### src/rtl/sfx_arbiter.sv
// Fixed-priority sound-effect scheduler driving the single speaker pin.
// Plays one square-wave effect at a time, with preemption, retrigger and a silent gap.
module sfx_arbiter #(
    parameter int TICK_DIV  = 100000,
    parameter int HP_SHIFT  = 0,
    parameter int GAP_TICKS = 20
) (
    input  logic       clk,
    input  logic       reset,
    input  logic [3:0] req,
    input  logic       music_in,
    input  logic       mute,
    output logic       speaker,
    output logic       busy,
    output logic [1:0] active_id,
    output logic [3:0] grant,
    output logic [1:0] state_dbg
);

    // Handshake: req bits are one-cycle pulses and are never back-pressured; each
    // accepted request is answered by exactly one single-cycle one-hot grant pulse.
    typedef enum logic [1:0] {IDLE = 2'd0, PLAY = 2'd1, GAP = 2'd2} state_t;

    localparam logic [16:0] TICK_LAST = 17'(TICK_DIV - 1);
    localparam logic [7:0]  GAP_LOAD  = 8'(GAP_TICKS);

    function automatic logic [17:0] eff_hp(input logic [1:0] id);
        int raw;
        case (id)
            2'd0:    raw = 151684;
            2'd1:    raw = 227272;
            2'd2:    raw = 255102;
            default: raw = 95556;
        endcase
        raw = raw >> HP_SHIFT;
        if (raw < 1) raw = 1;
        return 18'(raw);
    endfunction

    function automatic logic [7:0] eff_dur(input logic [1:0] id);
        case (id)
            2'd0:    return 8'd150;
            2'd1:    return 8'd100;
            2'd2:    return 8'd120;
            default: return 8'd200;
        endcase
    endfunction

    state_t      state_q, state_d;
    logic [3:0]  pend_q, pend_d;
    logic [7:0]  dur_q, dur_d;
    logic [16:0] tick_q, tick_d;
    logic [17:0] hp_q, hp_d;
    logic [1:0]  id_q, id_d;
    logic        spk_q, spk_d;
    logic [3:0]  grant_q, grant_d;

    logic [1:0]  hi_idx;
    logic [3:0]  req_masked;
    logic [17:0] hp_last;
    logic        start;
    logic        tick_wrap;

    always_comb begin
        hi_idx = 2'd0;
        for (int i = 0; i < 4; i++) begin
            if (pend_q[i]) hi_idx = 2'(i);
        end
    end

    always_comb begin
        state_d    = state_q;
        pend_d     = pend_q;
        dur_d      = dur_q;
        tick_d     = tick_q;
        hp_d       = hp_q;
        id_d       = id_q;
        spk_d      = spk_q;
        grant_d    = 4'b0000;
        start      = 1'b0;
        req_masked = req;
        hp_last    = eff_hp(id_q) - 18'd1;
        tick_wrap  = (tick_q == TICK_LAST);

        // A request for the effect already playing is a retrigger, not a new pend.
        if (state_q == PLAY) req_masked[id_q] = 1'b0;

        case (state_q)
            IDLE: begin
                spk_d = music_in & ~mute;
                if (pend_q != 4'b0000) start = 1'b1;
            end
            PLAY: begin
                if (pend_q != 4'b0000 && hi_idx > id_q) begin
                    start = 1'b1;
                end else begin
                    if (hp_q == hp_last) begin
                        hp_d  = 18'd0;
                        spk_d = ~spk_q;
                    end else begin
                        hp_d = hp_q + 18'd1;
                    end
                    if (req[id_q]) begin
                        dur_d   = eff_dur(id_q);
                        tick_d  = 17'd0;
                        grant_d = 4'b0001 << id_q;
                    end else if (tick_wrap) begin
                        tick_d = 17'd0;
                        if (dur_q == 8'd1) begin
                            spk_d   = 1'b0;
                            dur_d   = GAP_LOAD;
                            state_d = (GAP_TICKS == 0) ? IDLE : GAP;
                        end else begin
                            dur_d = dur_q - 8'd1;
                        end
                    end else begin
                        tick_d = tick_q + 17'd1;
                    end
                end
            end
            GAP: begin
                spk_d = 1'b0;
                if (tick_wrap) begin
                    tick_d = 17'd0;
                    if (dur_q <= 8'd1) state_d = IDLE;
                    else dur_d = dur_q - 8'd1;
                end else begin
                    tick_d = tick_q + 17'd1;
                end
            end
            default: state_d = IDLE;
        endcase

        pend_d = pend_q | req_masked;

        if (start) begin
            pend_d[hi_idx] = 1'b0;
            id_d           = hi_idx;
            dur_d          = eff_dur(hi_idx);
            tick_d         = 17'd0;
            hp_d           = 18'd0;
            spk_d          = 1'b0;
            grant_d        = 4'b0001 << hi_idx;
            state_d        = PLAY;
        end
    end

    always_ff @(posedge clk) begin
        if (reset) begin
            state_q <= IDLE;
            pend_q  <= 4'b0000;
            dur_q   <= 8'd0;
            tick_q  <= 17'd0;
            hp_q    <= 18'd0;
            id_q    <= 2'd0;
            spk_q   <= 1'b0;
            grant_q <= 4'b0000;
        end else begin
            state_q <= state_d;
            pend_q  <= pend_d;
            dur_q   <= dur_d;
            tick_q  <= tick_d;
            hp_q    <= hp_d;
            id_q    <= id_d;
            spk_q   <= spk_d;
            grant_q <= grant_d;
        end
    end

    assign speaker   = spk_q;
    assign busy      = (state_q == PLAY) || (state_q == GAP);
    assign active_id = id_q;
    assign grant     = grant_q;
    assign state_dbg = state_q;

endmodule

### config.mk
export PLATFORM = sky130hd
export DESIGN_NAME = sfx_arbiter
export DESIGN_NICKNAME = d
export VERILOG_FILES = /design/src/rtl/sfx_arbiter.sv
export SDC_FILE = /design/constraint.sdc
export NUM_CORES = 1
export LEC_CHECK = 0
export ABC_CLOCK_PERIOD_IN_PS = 2600
export CAP_MARGIN = 10
export CELL_PAD_IN_SITES_DETAIL_PLACEMENT = 1
export CELL_PAD_IN_SITES_GLOBAL_PLACEMENT = 1
export CORE_UTILIZATION = 49
export DETAILED_ROUTE_END_ITERATION = 6
export DONT_BUFFER_PORTS = 1
export GPL_ROUTABILITY_DRIVEN = 0
export PLACE_DENSITY = 0.84
export SLEW_MARGIN = 40
export SYNTH_ARGS = -nofsm -noshare
export SYNTH_HDL_FRONTEND = slang
export SYNTH_SLANG_ARGS = --single-unit
### constraint.sdc
create_clock -name clk -period 2.6 [get_ports clk]
set_input_delay 0.65 -clock clk [delete_from_list [all_inputs] [get_ports clk]]
set_output_delay 0.65 -clock clk [all_outputs]
set_load 0.01 [all_outputs]
* Word-level counts from Yosys, hierarchy flattened
Cells that the tools add are included.
Widths: inputs -> output; s select.
** Storage, ports and cells
- Register bits :: 56
- Latch bits :: 0
- RAM bits :: 0
- Bits in read-only memories :: 0
- Input port bits :: 8
- Logic and storage cells :: 123
- Memories kept :: 0
** Operators by class
- Add/subtract/negate cells :: 4
- Multipliers :: 0
- Divide/modulo/power cells :: 0
- $lt $le $gt $ge :: 7
- Equality and inequality tests :: 24
- Shifts and indexed selects :: 2
- Mux-type cells :: 49
- Bitwise gates (word level) :: 10
- Reduce and logical (&&, ||, !) cells :: 18
** Operators by type and width (number)
- $mux 8 :: 7
- $pmux 18 s3 :: 1
- $mux 17 :: 3
- $pmux 8 s3 :: 2
- $mux 18 :: 2
- $pmux 17 s2 :: 1
- $lt 32x2->1 const B :: 1
- $mux 4 :: 6
- $ne 3x3->1 const B :: 7
- $add 18x1->18 const B :: 1
- $eq 18x18->1 :: 1
- $sub 18x1->18 const B :: 1
- $add 17x1->17 const B :: 1
- $eq 17x17->1 const B :: 1
- $mux 2 :: 8
- $pmux 8 s2 :: 1
- $ne 2x2->1 const B :: 7
- $reduce_and 7->1 :: 2
- $mux 1 :: 12
- $and 4x4->4 :: 2
- $eq 8x1->1 const B :: 1
- $le 8x1->1 const B :: 1
- $not 4->4 :: 2
- $shl 1x2->4 const A :: 2
- 24 further kinds :: 41

* Logic depth before layout (Yosys ltp)
Gate-level depths: netlist of run 1.
- Word-level depth :: 12
- Mapped depth :: 11

* Least setup slack after synthesis of run 1
Ideal clock, no wire load.
- Path type :: register -> register
- Start point :: reg pend_q[2]
- End point :: reg tick_q[11]
- Arrival :: 2.306 ns
- Slack :: 0.230 ns
- Cell stages (with the launch flop) :: 11
- Buffers on the path :: 1
- Path through :: dfxtp_1 nor2_1 inv_1 ha_1 nor2b_1 o211a_1 o21a_1 nor2_1 nand2_1 buf_2 nor2_1
** On the way
- Cells in the longest elaborated chain, start to end :: 7
- Elaborated cells between the ends (all ways) :: 11
- Classes of those cells :: 1 x order compare; 1 x eq/ne; 5 x mux; 4 x reduce/logical
** RTL lines
- from (decl) :: RTL line 50 : logic [3:0] pend_q, pend_d;
- from (signal assigned) :: RTL line 160 : pend_q <= pend_d;
- $mux 2 * (2 in series) :: RTL line 67 : if (pend_q[i]) hi_idx = 2'(i);
- via hi_idx[1] :: RTL line 58 : logic [1:0] hi_idx;
- $gt 2x2->1 * :: RTL line 94 : if (pend_q != 4'b0000 && hi_idx > id_q) begin
- $logic_and 1x1->1 * :: RTL line 94
- $mux 1 :: RTL line 94
- $pmux 1 s2 :: RTL line 88 : case (state_q)
- $reduce_or 2->1 (no line)
- to (signal assigned) :: RTL line 162 : tick_q <= tick_d;
- to (decl) :: RTL line 52 : logic [16:0] tick_q, tick_d;
The timed path passes the listed nets; every way through them passes the cells marked *.
A chain may end at the register's enable or synchronous reset.

* Worst setup path after layout of run 1
- Start point :: reg id_q[0] (netlist: active_id[0])
- End point :: reg spk_q (netlist: speaker)
** On the way
- Cells in the longest elaborated chain, start to end :: 12
- Elaborated cells between the ends (all ways) :: 23
- Classes of those cells :: 1 x add/sub; 2 x order compare; 4 x eq/ne; 12 x mux; 4 x reduce/logical
** RTL lines
- from (decl) :: RTL line 54 : logic [1:0] id_q, id_d;
- from (signal assigned) :: RTL line 164 : id_q <= id_d;
- $eq 2x2->1, or another cell as far along :: RTL line 29 : case (id)
- $pmux 18 s3 :: RTL line 29
- $lt 32x2->1 :: RTL line 36 : if (raw < 1) raw = 1;
- $mux 18 :: RTL line 36
- $sub 18x1->18 :: RTL line 82 : hp_last = eff_hp(id_q) - 18'd1;
- $eq 18x18->1 :: RTL line 97 : if (hp_q == hp_last) begin
- $mux 1 :: RTL line 97
- $mux 1 :: RTL line 109 : if (dur_q == 8'd1) begin
- $mux 1 :: RTL line 107 : end else if (tick_wrap) begin
- $mux 1 :: RTL line 103 : if (req[id_q]) begin
- $mux 1 :: RTL line 94
- $pmux 1 s3 :: RTL line 88
- to (signal assigned) :: RTL line 165 : spk_q <= spk_d;
- to (decl) :: RTL line 55 : logic spk_q, spk_d;
Several ways; a longest one is shown, not always the timed one. The select of a mux whose other input is x is not followed.

==> results.toml, run 1 <==
[status]
status = "complete, no violations"

[yosys]
synth_edf_count = 0
syn_nets = 426
synth_mux_area_frac = 0.0197
syn_area_mm2 = 0.00343
synth_top_family_by_area = "simple AND/OR/NAND/NOR gates"
synth_area_per_cell_um2 = 8.63
yosys.area_share.simple = 0.287
ys_ff_latch = 56
synth_ff_type = "dfxtp_1"
synthCells = 397
synth-async-reset-ratio = 0
synth_warnings = 0
synth.distinct_cells = 71
ys_seq_area_frac = 0.327
synth_compound_area_frac = 0.128
synthAdderAreaFrac = 0.0767
synth_xor_area_frac = 0.115

[routing]
vias = 2987
vias_per_cell = 6.13
detail_route.first_pass.iterations = 4
wl_per_cell_um = 19.6
drt_iter0_drc = 102
route.detailed.drc = 0
wl_um = 9530
drt.antenna.violating_nets = 0

[placed_design]
portBuffers = 0
place_area_mm2 = 0.00355
preCtsSetupSlack_ns = -0.0108
hpwlAfterDp_um = 6470
dp.cells = 474

[clock_tree]
cts_tree = "yes"
clock-sinks = 56
clock_latency_ns = 0.31
ctsHoldBuffers = 0
clkTransAtPathRegs_ns = 0.10
cts_max_path_buffers = 2
cts_root_buffer = "clkbuf_8"
numCtsBuffers = 5
htreeDepth = 2

[finish]
layout_common_cells = "dfxtp_1 (56), nor2_1 (52), xnor2_1 (31), nand2_1 (27), buf_4 (20)"
design_area_mm2 = 0.00372
final_cells = 487
n_antenna_cell = 0
final_layout_size_suffix_gt1_frac = 0.160
area_growth_pct = 8.69
final_common_cell = "dfxtp_1"
fin_nets = 436

[timing]
fin_skew_ns = 0.00875
fin_crit_sh = 0.958
fin_crit_ns = 2.49
hold_viol = 0
slew_viol_final = 0
max_freq_mhz = 401
finalSetupViolCount = 0
setup_slack_ns = 0.109
fin_setup_tns_ns = 0
tightest_slew_ns = 0.665
relSlewSlack = 0.555

[die]
die_h_um = 85.6
die-area_mm2 = 0.00733
start_util = 0.507
dieWidth_um = 85.6
core.rowCount = 30
core-area_mm2 = 0.00676
ioPinCount = 18

[power_and_ir_drop]
static-leakage-power_nw = 1.29
power_density_mw_per_mm2 = 799
peakVddDrop_mv = 0.237
finalPower_mw = 2.98

[grt]
grt_max_degree = 22
grt.total_usage = 0.254
antenna_found_initial = 0
grt_pass1_wl_um = 15000
grt_overflow_total = 0
first_global_vias = 3027
gr-usage-met1 = 0.328
use_met3 = 0.0356
use_met2 = 0.437
top_usage_layer = "met2"

[setup_path]
cpMaxStageDelayCell = "or4_1"
end_kind = "flip-flop"
start_kind = "flip-flop"
cp_cell_sequence = "inv_1 > ha_1 > o21bai_1 > xnor2_1 > nor3_1 > nand3_1 > or4_1 > a31oi_1"
r2r_start = "active_id[0]$_SDFFE_PP0P_"
crit_arrival_ns = 2.73
crit_family = "simple AND/OR/NAND/NOR gates"
worstSetupPathType = "reg2reg"
slowest_delay_ns = 0.54
cp_max_fo = 6
cp_num_buf_inv = 1
cp-startpoint = "active_id[0]$_SDFFE_PP0P_"
required_ns = 2.84

[min_path]
hp-class = "in2reg"
min-delay-start = "reset"

[flow_run]
drv_cap = 0
-- path summary, 6_finish.rpt --
path,endpoint,slack [ns],cells after the start
worst max-delay path,speaker$_SDFFE_PP0P_,0.11,8
worst max register to register,speaker$_SDFFE_PP0P_,0.11,8
worst min register to register,pend_q[0]$_SDFF_PP0_,0.52,2
worst min-delay path,dur_q[2]$_SDFFE_PP0P_,0.39,1
-- state kept, by name, summed over array words and instances, names as in the netlist --
register	cells
hp_q	18
pend_q	4
dur_q	8
grant	4
state_dbg	2
speaker	1
tick_q	17
active_id	2
-- report_power, final --
group	switching [mW]	internal (mW)	total [mW]
Combinational	0.844	0.577	1.42
Sequential	0.131	0.953	1.08
Clock	0.287	0.185	0.472
-- layout make-up --
cell class | count | area, µm²
sequential | 56 | 1120
multi-input combinational | 304 | 2180
clock inverter | 1 | 5.00
fill | 809 | 3030
clock buffer | 6 | 72.6
timing repair buffer | 21 | 170
tap | 80 | 100
inverter | 19 | 71.3
-- metrics by stage --
step	utilization	hold slack, ns
after floorplan	-	0.474
after global placement	0.526	0.500
after detailed placement	0.526	0.513
after CTS	0.538	0.385
after global routing	0.551	0.372
final	0.551	0.387
-- cells in the mapped netlist (4+ instances only) --
cell type	instances	area (µm²)
a211oi_1	7	52.6
a21oi_1	12	60.1
a22oi_1	5	37.5
a31oi_1	4	25.0
and3_1	5	31.3
buf_2	7	35.0
clkbuf_1	9	33.8
dfxtp_1	56	1120
ha_1	21	263
inv_1	19	71.3
nand2_1	28	105
nand3_1	14	70.1
nand4_1	8	50.1
nor2_1	53	199
nor3_1	10	50.1
nor4_1	4	25.0
nor4_2	6	75.1
nor4b_1	4	35.0
o21ai_0	9	45.0
xnor2_1	31	272
xor2_1	14	123
-- worst reg2reg max path: cells and delay by family, from the launching register on --
| kind | cells | cell delay, ns |
|---|---|---|
| compound gates | 2 | 0.50 |
| xor+xnor | 1 | 0.11 |
| fa+ha+maj | 1 | 0.29 |
| buf+inv | 1 | 0.13 |
| flops | 1 | 0.44 |
| simple gates | 3 | 0.94 |
-- timing repair --
action                                 4_1_cts  5_1_grt
cloned                                       0        0
gates resized for setup                      1        8
buffers inserted                             0        6
setup endpoints to repair                   19       30
endpoints found under the hold margin        0        0
pin swaps                                    1        4
-- logic make-up (layout without fill, tap and decap cells) --
| group | count (synthesis) | after routing |
|---|---|---|
| muxes | 5 | 5 |
| buffers and inverters | 37 | 47 |
| and+or+nand+nor | 171 | 171 |
| xor gates and xnor gates | 45 | 45 |
| adders and majority gates | 21 | 21 |
| AOI/OAI and AO/OA | 62 | 62 |
| DFF | 56 | 56 |
-- metal layers --
| layer | part of all wire | routed length (µm) |
|---|---|---|
| met5 | 0 | 0 |
| met4 | 0.025 | 235 |
| met3 | 0.032 | 302 |
| met2 | 0.51 | 4840 |
| met1 | 0.44 | 4160 |
Note: power is estimated with default switching activity, not from simulation.
==> run 2: changes to the inputs <==
Settings changed: CORE_ASPECT_RATIO set to 0.6.
==> run 2 against run 1 <==
Clock skew fell by 0.00083 ns. Via count rose by 1.9%. Routed wire length rose by 6.4%. Global-route usage rose by 3.9 points. Critical endpoint is now tick_q[2]$_SDFFE_PP0P_. Clock power rose by 50%. Combinational power rose by 4%. Final area rose by 2.3%. Count of clock-buffer cells in the layout rose by 2. Sequential share of layout area fell by 0.67 points. First-iteration DRC count rose by 79%. Sequential power barely moved. Flip-flop and latch count did not move.
==> results.toml, run 2 (synthesized netlist as in run 1, its figures left out) <==
[power_and_ir_drop]
seq_power_share = 0.332
power_density_mw_per_mm2 = 860
p_clk_frac = 0.216
switching_share = 0.407
intPower_mw = 1.94
static-leakage-power_nw = 1.32
finalPower_mw = 3.28
peakVddDrop_mv = 0.416
comb_power_share = 0.452
p_sw_mw = 1.33

[finish]
design_area_mm2 = 0.00381
area_growth_pct = 11.2
final_common_cell = "dfxtp_1"
multi_input_area_mm2 = 0.00220
layout_common_cells = "dfxtp_1 (56), nor2_1 (52), xnor2_1 (31), nand2_1 (27), ha_1 (20)"
largest_reg_flops = 18
fillers = 782
largest_register = "hp_q"
final_layout_size_suffix_gt1_frac = 0.160
regArea_mm2 = 0.00112
reg_top3 = "hp_q x18, tick_q x17, dur_q x8"
fin_nets = 435
utilization = 0.568
n_antenna_cell = 0

[status]
status = "complete, no violations"

[timing]
finalSetupViolCount = 0
fin_setup_tns_ns = 0
hold_viol = 0
slew_viol_final = 0
tightest_slew_ns = 0.813
fin_skew_ns = 0.00792
rsz0062_at_grt = "no"
fin_crit_sh = 0.953
fin_crit_ns = 2.48
max_freq_mhz = 404
setup_slack_ns = 0.123
relSlewSlack = 0.457

[placed_design]
portBuffers = 0
preCtsSetupSlack_ns = -0.0704
hpwlAfterDp_um = 7120
place_area_mm2 = 0.00357

[grt]
antenna_found_initial = 0
grt.total_usage = 0.294
grt_pass1_wl_um = 16200
first_global_vias = 2957
grt_overflow_total = 0
grt_max_degree = 22

[setup_path]
crit_arrival_ns = 2.66
cp_max_fo = 17
required_ns = 2.78
end_kind = "flip-flop"
start_kind = "flip-flop"
worstSetupPathType = "reg2reg"

[routing]
drt.antenna.violating_nets = 0
detail_route.first_pass.iterations = 4
drt_iter0_drc = 183
vias_per_cell = 6.16
wl_um = 10100
route.detailed.drc = 0
vias = 3043
wl_per_cell_um = 20.5

[clock_tree]
cts_root_buffer = "clkbuf_16"
cts_tree = "yes"
clock_latency_ns = 0.30
clkTransAtPathRegs_ns = 0.07
htreeDepth = 2
cts_max_path_buffers = 2
numCtsBuffers = 5
clock-sinks = 56

[die]
die-area_mm2 = 0.00734
ioPinCount = 18
start_util = 0.511
core-area_mm2 = 0.00671
core.rowCount = 23
dieWidth_um = 110
die_h_um = 66.8

[flow_run]
drv_cap = 0

[min_path]
hp-class = "in2reg"
run 2: metal layers:
| metal | track usage | vias to the layer above | routed length [µm] |
|---|---|---|---|
| met5 | 0 | - | 0 |
| li1 | - | 1416 | - |
| met2 | 0.420 | 82 | 4300 |
| met1 | 0.447 | 1533 | 5130 |
| met3 | 0.0568 | 12 | 616 |
| met4 | 0.0583 | 0 | 89 |
run 2: what timing repair did:
item / CTS / global route
resized for setup: 2 / 9
hold endpoints to repair: 0 / 0
hold buffers: 0 / 0
setup buffers: 1 / 3
setup endpoints to repair: 18 / 36
pin swaps: 1 / 2
run 2: power by group through the flow:
stage / clock network (mW) / registers [mW] / logic [mW]
finish: 0.708 / 1.09 / 1.48
global route: 0.739 / 1.10 / 1.60
CTS: 0.712 / 1.08 / 1.39
detailed placement: 0 / 1.10 / 1.34
global placement: 0 / 1.09 / 1.29
floorplan: 0 / 1.08 / 0.976
run 2: final cells by class:
| class | instances | share of cell area |
|---|---|---|
| multi-input cells | 304 | 0.576 |
| repair buffers | 20 | 0.0437 |
| flip-flops and latches | 56 | 0.294 |
| well taps | 87 | 0.0286 |
| clock buffers | 8 | 0.0384 |
| inverters | 19 | 0.0187 |
run 2: worst paths after layout:
| check | cells after the start | to | from | slack (ns) |
|---|---|---|---|---|
| max | 10 | tick_q[2]$_SDFFE_PP0P_ | pend_q[3]$_SDFF_PP0_ | 0.12 |
| min | 1 | dur_q[2]$_SDFFE_PP0P_ | reset | 0.40 |
| max reg2reg | 10 | tick_q[2]$_SDFFE_PP0P_ | pend_q[3]$_SDFF_PP0_ | 0.12 |
| min reg2reg | 2 | tick_q[16]$_SDFFE_PP0P_ | tick_q[16]$_SDFFE_PP0P_ | 0.52 |
run 2: critical path, cell delays in order, from the launching register on:
cell and delay [ns]:
dfxtp_1 0.42, nor2_2 0.07, inv_1 0.16, ha_1 0.28, nor2b_1 0.18, o2111ai_2 0.33, and2_1 0.35, o21ai_1 0.13
nand2_1 0.12, buf_4 0.23, nor2_1 0.09
run 2: through the flow:
step / hold slack, ns / std cells
after floorplan: 0.474 / 397
after global placement: 0.491 / 482
after detailed placement: 0.505 / 482
after CTS: 0.400 / 491
after global routing: 0.404 / 494
final: 0.404 / 494
